===== src/rtl/ctrl_pkg.sv =====
// Shared constants and types for the CHARIS multi-cycle controller.
// The StTrap state only exists when CTRL_ILLEGAL_TRAP_EN is defined.
package ctrl_pkg;

    localparam int unsigned ALU_FUNC_W = 4;

    localparam logic [5:0] OP_RTYPE = 6'b100000;
    localparam logic [5:0] OP_LI    = 6'b111000;
    localparam logic [5:0] OP_ADDI  = 6'b110000;
    localparam logic [5:0] OP_ANDI  = 6'b110010;
    localparam logic [5:0] OP_ORI   = 6'b110011;
    localparam logic [5:0] OP_LW    = 6'b000111;
    localparam logic [5:0] OP_LB    = 6'b000011;
    localparam logic [5:0] OP_SW    = 6'b011111;
    localparam logic [5:0] OP_SB    = 6'b001111;
    localparam logic [5:0] OP_B     = 6'b111111;
    localparam logic [5:0] OP_BEQ   = 6'b000000;
    localparam logic [5:0] OP_BNE   = 6'b000001;

    localparam logic [ALU_FUNC_W-1:0] ALU_ADD = 4'b0000;
    localparam logic [ALU_FUNC_W-1:0] ALU_SUB = 4'b0001;
    localparam logic [ALU_FUNC_W-1:0] ALU_AND = 4'b0010;
    localparam logic [ALU_FUNC_W-1:0] ALU_OR  = 4'b0011;
    localparam logic [ALU_FUNC_W-1:0] ALU_NOT = 4'b0100;
    localparam logic [ALU_FUNC_W-1:0] ALU_SRA = 4'b1000;
    localparam logic [ALU_FUNC_W-1:0] ALU_SRL = 4'b1001;
    localparam logic [ALU_FUNC_W-1:0] ALU_SLL = 4'b1010;
    localparam logic [ALU_FUNC_W-1:0] ALU_ROL = 4'b1100;
    localparam logic [ALU_FUNC_W-1:0] ALU_ROR = 4'b1101;

    typedef enum logic [2:0] {
        StIf   = 3'd0,
        StDec  = 3'd1,
        StExec = 3'd2,
        StMem  = 3'd3,
        StWb   = 3'd4
`ifdef CTRL_ILLEGAL_TRAP_EN
        , StTrap = 3'd5
`endif
    } state_e;

    typedef enum logic [2:0] {
        ClsRtype, ClsImm, ClsLoad, ClsStore, ClsBr, ClsBrc, ClsIll
    } op_class_e;

    // R-type funcs are 11xxxx with the low nibble naming a real ALU operation.
    function automatic logic func_legal(logic [5:0] func);
        logic ok;
        ok = 1'b0;
        if (func[5:4] == 2'b11) begin
            case (func[3:0])
                ALU_ADD, ALU_SUB, ALU_AND, ALU_OR, ALU_NOT,
                ALU_SRA, ALU_SRL, ALU_SLL, ALU_ROL, ALU_ROR: ok = 1'b1;
                default: ok = 1'b0;
            endcase
        end
        return ok;
    endfunction

endpackage


===== src/rtl/multicycle_ctrl_if.sv =====
// Controller <-> datapath signal bundle; master is the controller side.
interface multicycle_ctrl_if;

    logic [31:0]                      Instr;
    logic                             ALU_zero;
    logic                             IR_LdEn;
    logic                             RF_B_sel;
    logic                             RF_WrEn;
    logic                             RF_WrData_sel;
    logic                             ALU_Bin_sel;
    logic [ctrl_pkg::ALU_FUNC_W-1:0]  ALU_func;
    logic                             Mem_WrEn;
    logic                             ByteOp;
    logic                             PC_sel;
    logic                             PC_LdEn;
    logic                             Illegal_Op;

    modport master (
        input  Instr, ALU_zero,
        output IR_LdEn, RF_B_sel, RF_WrEn, RF_WrData_sel, ALU_Bin_sel, ALU_func,
               Mem_WrEn, ByteOp, PC_sel, PC_LdEn, Illegal_Op
    );

    modport slave (
        output Instr, ALU_zero,
        input  IR_LdEn, RF_B_sel, RF_WrEn, RF_WrData_sel, ALU_Bin_sel, ALU_func,
               Mem_WrEn, ByteOp, PC_sel, PC_LdEn, Illegal_Op
    );

endinterface


===== src/rtl/ctrl_opdecode.sv =====
// Combinational opcode/func decode into instruction class and datapath selects.
module ctrl_opdecode
    import ctrl_pkg::*;
(
    input  logic [5:0]            opcode_i,
    input  logic [5:0]            func_i,
    output op_class_e             op_class_o,
    output logic [ALU_FUNC_W-1:0] alu_func_o,
    output logic                  alu_bin_sel_o,
    output logic                  byte_op_o,
    output logic                  rf_b_sel_o,
    output logic                  br_ne_o
);

    always_comb begin
        op_class_o    = ClsIll;
        alu_func_o    = ALU_ADD;
        alu_bin_sel_o = 1'b0;
        byte_op_o     = 1'b0;
        rf_b_sel_o    = 1'b0;
        br_ne_o       = 1'b0;
        case (opcode_i)
            OP_RTYPE: begin
                if (func_legal(func_i)) begin
                    op_class_o = ClsRtype;
                    alu_func_o = func_i[3:0];
                end
            end
            OP_LI, OP_ADDI: begin
                op_class_o    = ClsImm;
                alu_bin_sel_o = 1'b1;
            end
            OP_ANDI: begin
                op_class_o    = ClsImm;
                alu_func_o    = ALU_AND;
                alu_bin_sel_o = 1'b1;
            end
            OP_ORI: begin
                op_class_o    = ClsImm;
                alu_func_o    = ALU_OR;
                alu_bin_sel_o = 1'b1;
            end
            OP_LW, OP_LB: begin
                op_class_o    = ClsLoad;
                alu_bin_sel_o = 1'b1;
                byte_op_o     = (opcode_i == OP_LB);
            end
            OP_SW, OP_SB: begin
                op_class_o    = ClsStore;
                alu_bin_sel_o = 1'b1;
                byte_op_o     = (opcode_i == OP_SB);
                rf_b_sel_o    = 1'b1;
            end
            OP_B: op_class_o = ClsBr;
            OP_BEQ, OP_BNE: begin
                op_class_o = ClsBrc;
                alu_func_o = ALU_SUB;
                rf_b_sel_o = 1'b1;
                br_ne_o    = (opcode_i == OP_BNE);
            end
            default: op_class_o = ClsIll;
        endcase
    end

endmodule


===== src/rtl/multicycle_ctrl.sv =====
// Multi-cycle IF/DEC/EXEC/MEM/WB sequencer for the CHARIS datapath.
// Define CTRL_ILLEGAL_TRAP_EN to trap on undefined codes instead of running them as NOPs.
module multicycle_ctrl
    import ctrl_pkg::*;
(
    input  logic              Clk,
    input  logic              Reset,
    multicycle_ctrl_if.master bus
);

    state_e                  state_q;
    op_class_e               op_class;
    logic [ALU_FUNC_W-1:0]   dec_alu_func;
    logic                    dec_bin_sel;
    logic                    dec_byte_op;
    logic                    dec_rf_b_sel;
    logic                    dec_br_ne;
    logic                    unused_instr_bits;

    assign unused_instr_bits = ^bus.Instr[25:6];

    ctrl_opdecode u_opdecode (
        .opcode_i      (bus.Instr[31:26]),
        .func_i        (bus.Instr[5:0]),
        .op_class_o    (op_class),
        .alu_func_o    (dec_alu_func),
        .alu_bin_sel_o (dec_bin_sel),
        .byte_op_o     (dec_byte_op),
        .rf_b_sel_o    (dec_rf_b_sel),
        .br_ne_o       (dec_br_ne)
    );

    always_ff @(posedge Clk) begin
        if (Reset) begin
            state_q <= StIf;
        end else begin
            case (state_q)
                StIf:  state_q <= StDec;
                StDec: begin
`ifdef CTRL_ILLEGAL_TRAP_EN
                    if (op_class == ClsIll) state_q <= StTrap;
                    else                    state_q <= StExec;
`else
                    state_q <= StExec;
`endif
                end
                StExec: begin
                    case (op_class)
                        ClsRtype, ClsImm:  state_q <= StWb;
                        ClsLoad, ClsStore: state_q <= StMem;
                        default:           state_q <= StIf;
                    endcase
                end
                StMem:  state_q <= (op_class == ClsLoad) ? StWb : StIf;
                StWb:   state_q <= StIf;
`ifdef CTRL_ILLEGAL_TRAP_EN
                StTrap: state_q <= StTrap;
`endif
                default: state_q <= StIf;
            endcase
        end
    end

    // Reset gates every output so an aborted instruction cannot write or advance PC.
    always_comb begin
        bus.IR_LdEn       = 1'b0;
        bus.RF_B_sel      = 1'b0;
        bus.RF_WrEn       = 1'b0;
        bus.RF_WrData_sel = 1'b0;
        bus.ALU_Bin_sel   = 1'b0;
        bus.ALU_func      = ALU_ADD;
        bus.Mem_WrEn      = 1'b0;
        bus.ByteOp        = 1'b0;
        bus.PC_sel        = 1'b0;
        bus.PC_LdEn       = 1'b0;
        bus.Illegal_Op    = 1'b0;
        if (!Reset) begin
            case (state_q)
                StIf:  bus.IR_LdEn  = 1'b1;
                StDec: bus.RF_B_sel = dec_rf_b_sel;
                StExec: begin
                    bus.ALU_func    = dec_alu_func;
                    bus.ALU_Bin_sel = dec_bin_sel;
                    bus.ByteOp      = dec_byte_op;
                    case (op_class)
                        ClsBr: begin
                            bus.PC_sel  = 1'b1;
                            bus.PC_LdEn = 1'b1;
                        end
                        ClsBrc: begin
                            bus.PC_sel  = dec_br_ne ? !bus.ALU_zero : bus.ALU_zero;
                            bus.PC_LdEn = 1'b1;
                        end
                        ClsIll:  bus.PC_LdEn = 1'b1;
                        default: ;
                    endcase
                end
                StMem: begin
                    bus.ByteOp = dec_byte_op;
                    if (op_class == ClsStore) begin
                        bus.Mem_WrEn = 1'b1;
                        bus.PC_LdEn  = 1'b1;
                    end
                end
                StWb: begin
                    bus.RF_WrEn       = 1'b1;
                    bus.PC_LdEn       = 1'b1;
                    bus.RF_WrData_sel = (op_class == ClsLoad);
                end
`ifdef CTRL_ILLEGAL_TRAP_EN
                StTrap: bus.Illegal_Op = 1'b1;
`endif
                default: ;
            endcase
        end
    end

endmodule


===== src/flat_wrapper.sv =====
// flat-port wrapper written by rule: the top's interface ports become plain ports
module multicycle_ctrl_flat import ctrl_pkg::*;
  (Clk, Reset, bus_Instr, bus_ALU_zero, bus_IR_LdEn, bus_RF_B_sel, bus_RF_WrEn, bus_RF_WrData_sel, bus_ALU_Bin_sel, bus_ALU_func, bus_Mem_WrEn, bus_ByteOp, bus_PC_sel, bus_PC_LdEn, bus_Illegal_Op);
  multicycle_ctrl_if bus_i ();
  input  logic Clk;
  input  logic Reset;
  input wire logic [$bits(bus_i.Instr)-1:0] bus_Instr;
  input wire logic [$bits(bus_i.ALU_zero)-1:0] bus_ALU_zero;
  output wire logic [$bits(bus_i.IR_LdEn)-1:0] bus_IR_LdEn;
  output wire logic [$bits(bus_i.RF_B_sel)-1:0] bus_RF_B_sel;
  output wire logic [$bits(bus_i.RF_WrEn)-1:0] bus_RF_WrEn;
  output wire logic [$bits(bus_i.RF_WrData_sel)-1:0] bus_RF_WrData_sel;
  output wire logic [$bits(bus_i.ALU_Bin_sel)-1:0] bus_ALU_Bin_sel;
  output wire logic [$bits(bus_i.ALU_func)-1:0] bus_ALU_func;
  output wire logic [$bits(bus_i.Mem_WrEn)-1:0] bus_Mem_WrEn;
  output wire logic [$bits(bus_i.ByteOp)-1:0] bus_ByteOp;
  output wire logic [$bits(bus_i.PC_sel)-1:0] bus_PC_sel;
  output wire logic [$bits(bus_i.PC_LdEn)-1:0] bus_PC_LdEn;
  output wire logic [$bits(bus_i.Illegal_Op)-1:0] bus_Illegal_Op;
  assign bus_i.Instr = bus_Instr;
  assign bus_i.ALU_zero = bus_ALU_zero;
  assign bus_IR_LdEn = bus_i.IR_LdEn;
  assign bus_RF_B_sel = bus_i.RF_B_sel;
  assign bus_RF_WrEn = bus_i.RF_WrEn;
  assign bus_RF_WrData_sel = bus_i.RF_WrData_sel;
  assign bus_ALU_Bin_sel = bus_i.ALU_Bin_sel;
  assign bus_ALU_func = bus_i.ALU_func;
  assign bus_Mem_WrEn = bus_i.Mem_WrEn;
  assign bus_ByteOp = bus_i.ByteOp;
  assign bus_PC_sel = bus_i.PC_sel;
  assign bus_PC_LdEn = bus_i.PC_LdEn;
  assign bus_Illegal_Op = bus_i.Illegal_Op;
  multicycle_ctrl u_core (.Clk(Clk), .Reset(Reset), .bus(bus_i));
endmodule

===== config.mk =====
export PLATFORM = sky130hd
export DESIGN_NAME = multicycle_ctrl_flat
export DESIGN_NICKNAME = d
export VERILOG_FILES = /design/src/rtl/ctrl_pkg.sv /design/src/rtl/multicycle_ctrl_if.sv /design/src/rtl/ctrl_opdecode.sv /design/src/rtl/multicycle_ctrl.sv /design/src/flat_wrapper.sv
export SDC_FILE = /design/constraint.sdc
export NUM_CORES = 1
export LEC_CHECK = 0
export BUFFER_PORTS_ARGS = -buffer_cell sky130_fd_sc_hd__buf_2
export CORE_MARGIN = 2
export CORE_UTILIZATION = 38
export DETAILED_ROUTE_END_ITERATION = 10
export PLACE_DENSITY = 0.82
export SLEW_MARGIN = 40
export SYNTH_ARGS = -nofsm -noshare
export SYNTH_HDL_FRONTEND = slang
export SYNTH_SLANG_ARGS = --single-unit

===== constraint.sdc =====
create_clock -name Clk -period 2.91 [get_ports Clk]
set_input_delay 0.582 -clock Clk [delete_from_list [all_inputs] [get_ports Clk]]
set_output_delay 0.582 -clock Clk [all_outputs]
set_load 0.01 [all_outputs]

==> flow_metrics.tcl <==
set metrics [dict create \
    status "finished, final reports clean" \
    netSwitchingFraction_pct 35.3 \
    cts.clk_slew.worst_paths_ns 0.04 \
    synth-simple-area-share_pct 53.9 \
    largest_reg_flops 3 \
    p_comb_share_pct 30.5 \
    final_cells 120 \
    synth_seq_area_share_pct 11.8 \
    synth-edff-count 0 \
    pwr-share-clk_pct 43.5 \
    yosys.area_share.xor_xnor_pct 1.72 \
    slew_violations 0 \
    synth_compound_area_share_pct 26.4 \
    synth_cells 76 \
    netlist_area_um2 508 \
    globalRouteMet2Util_pct 35.7 \
    end_kind "output pin" \
    max_slew_margin_pct 65.3 \
    cts_hold_buf 0 \
    worstMarginPinSlew_ns 0.513 \
    finalClockSkew_ns 0.000476 \
    track_usage_pct 19.4 \
    grt_max_degree 12 \
    grt_busiest_layer "met2" \
    syn_avg_cell_area_um2 6.68 \
    dpl_worst_slack_ns 0.320 \
    drcViolationCount 0 \
    area_delta_synth_final_pct 34.5 \
    power_frac_seq_pct 26.1 \
    p_leak_nw 0.321 \
    rsz0062_at_grt "false" \
    synth_area_leaders "dfxtp_1 12%, nor2_1 5.2%, nor4b_1 5.2%" \
    setup_ws_ns 0.315 \
    clock.fmax_ghz 0.385 \
    met3_usage_pct 3.33 \
    dp.cells 116 \
    finalSetupTns_ns 0 \
    ff2ff_setup_slack_ns 1.36 \
    path_class "input pin to output pin" \
    fin_crit_sh_pct 89.2 \
    yosysTopAreaCell "dfxtp_1" \
    pin_count 49 \
    async_reset_ff_share_pct 0 \
    grt.overflow.total 0 \
    drive_gt1_share_pct 36.2 \
    p_int_mw 0.119 \
    drt-pass1-iter-count 4 \
    cap_violations 0 \
    reg2reg_from "u_core.state_q[1]" \
    grt_pass1_wl_um 2190 \
    crit_fanout 11 \
    p_per_area_nw_per_um2 270 \
    switching_power_mw 0.0650 \
    insertion_delay_ns 0.24 \
    ys_top_cells_by_count "7 x nor2_1, 5 x nor3_1" \
    die_w_um 40.6 \
    wl_per_cell_um 12.3 \
    numPortBuffers 27 \
    vias 685 \
    die_area_um2 1650 \
    synth_fa_ha_area_share_pct 0 \
    synth_mux_area_share_pct 0 \
    num-fill-cells 130 \
    drt_wl_total_um 1470 \
    cts_max_level 1 \
    yosysMostFrequentCell "nor2_1" \
    required_ns 2.33 \
    ant_nets 0 \
    synth_warnings 0 \
    n_antenna_cell 0 \
    cts_tree "built" \
    worst_setup_path_start_kind "input pin" \
    cts_buffers 3 \
    syn-num-nets 111 \
    drt_iter0_drc 24 \
    cts_max_path_buffers 2 \
    ys_ff_latch 3 \
    min_from "u_core.state_q[1]" \
    antenna_found_initial 0 \
    rows 13 \
    largestRegisters "u_core.state_q (3)" \
    regMostFlops "u_core.state_q" \
    netlist.area_leader.share_pct 11.8 \
    nets 141 \
    final_hold_viol_count 0 \
    startpoint "bus_Instr[31]" \
    die_y_um 40.6 \
    grt_pass1_vias 546 \
    hpwl_um 1190 \
    setup_viol 0 \
    vias_per_cell 5.71 \
    core_um2 1270 \
    synth_top_family_by_area "simple AND/OR/NAND/NOR gates" \
    final.min_clock_period_ns 2.59 \
    clockRootBuffer "clkbuf_4" \
    initial_utilization_pct 40.0 \
    cts_resized 0 \
    synthFlopType "dfxtp_1" \
    hold_class "flip-flop to flip-flop" \
    worstPathArrival_ns 2.01 \
    ir_drop_v 0.000189 \
    gp_congestion 0.802 \
    use_met1_pct 22.5 \
    synth_cell_types 38 \
    clock-sinks 3 \
    cts_setup_buffers 0 \
]
==> cell usage in the layout, fill, tap and decap left out, drive strengths merged, types with 2 or more instances in the layout <==
| cell type | netlist | routed |
|---|---|---|
| nand2b | 4 | 4 |
| dfxtp | 3 | 3 |
| and3 | 3 | 3 |
| o21ai | 4 | 4 |
| nor4b | 3 | 3 |
| or3 | 2 | 2 |
| nand2 | 4 | 4 |
| or2 | 3 | 3 |
| clkbuf | 2 | 4 |
| a211oi | 2 | 2 |
| nor4 | 3 | 3 |
| or3b | 2 | 2 |
| nor3 | 5 | 5 |
| buf | 2 | 29 |
| a21oi | 4 | 4 |
| inv | 2 | 2 |
| and2 | 2 | 2 |
| nand3 | 2 | 2 |
| or4 | 2 | 2 |
| nor2 | 7 | 7 |
| o31ai | 2 | 2 |
==> power groups by stage <==
stage                     clock (mW)  combinational (mW)  sequential (mW)
final                         0.0802              0.0561           0.0480
after global routing          0.0857              0.0631           0.0482
after CTS                     0.0826              0.0557           0.0478
after detailed placement           0              0.0554           0.0488
after global placement             0              0.0535           0.0484
after floorplan                    0              0.0346           0.0476
==> routing by layer <==
| metal | share of wire [%] | up-vias | wire, µm |
|---|---|---|---|
| met1 | 42 | 294 | 615 |
| met3 | 7.8 | 2 | 114 |
| met4 | 0.54 | 0 | 8 |
| met2 | 50 | 38 | 731 |
| li1 | - | 351 | - |
| met5 | 0 | - | 0 |
==> path summary, 6_finish.rpt <==
check | end | depth (start not counted)
min reg2reg | u_core.state_q[1] | 2
min | u_core.state_q[1] | 2
max | bus_PC_LdEn | 6
max reg2reg | u_core.state_q[2] | 3
==> cells by family after synthesis <==
kind of cell | Yosys count
xor+xnor | 1
compound gates | 19
buf+inv | 6
flops | 3
other cells | 1
simple gates | 46
==> per-stage QoR <==
step	area [µm²]	hold slack [ns]	util, %	power (mW)
finish	683	0.550	53.8	0.184
global route	683	0.572	53.8	0.197
CTS	683	0.543	53.8	0.186
detailed placement	657	0.538	51.8	0.104
global placement	657	0.525	51.8	0.102
floorplan	508	0.494	-	0.0822
==> critical path: stages <==
cell,delay [ns]
buf_2,0.18
or3b_2,0.47
or4_1,0.40
a21oi_1,0.14
a2111o_1,0.11
buf_2,0.12
==> final cells by class <==
class | count | area [µm²] | share of cell area (%)
clock buffer | 4 | 26.3 | 3.85
timing repair buffer | 29 | 150 | 22.0
tap | 15 | 18.8 | 2.75
sequential | 3 | 60.1 | 8.79
inverter | 2 | 7.51 | 1.10
multi-input combinational | 67 | 420 | 61.5
Power figures use the tool's default switching activity.
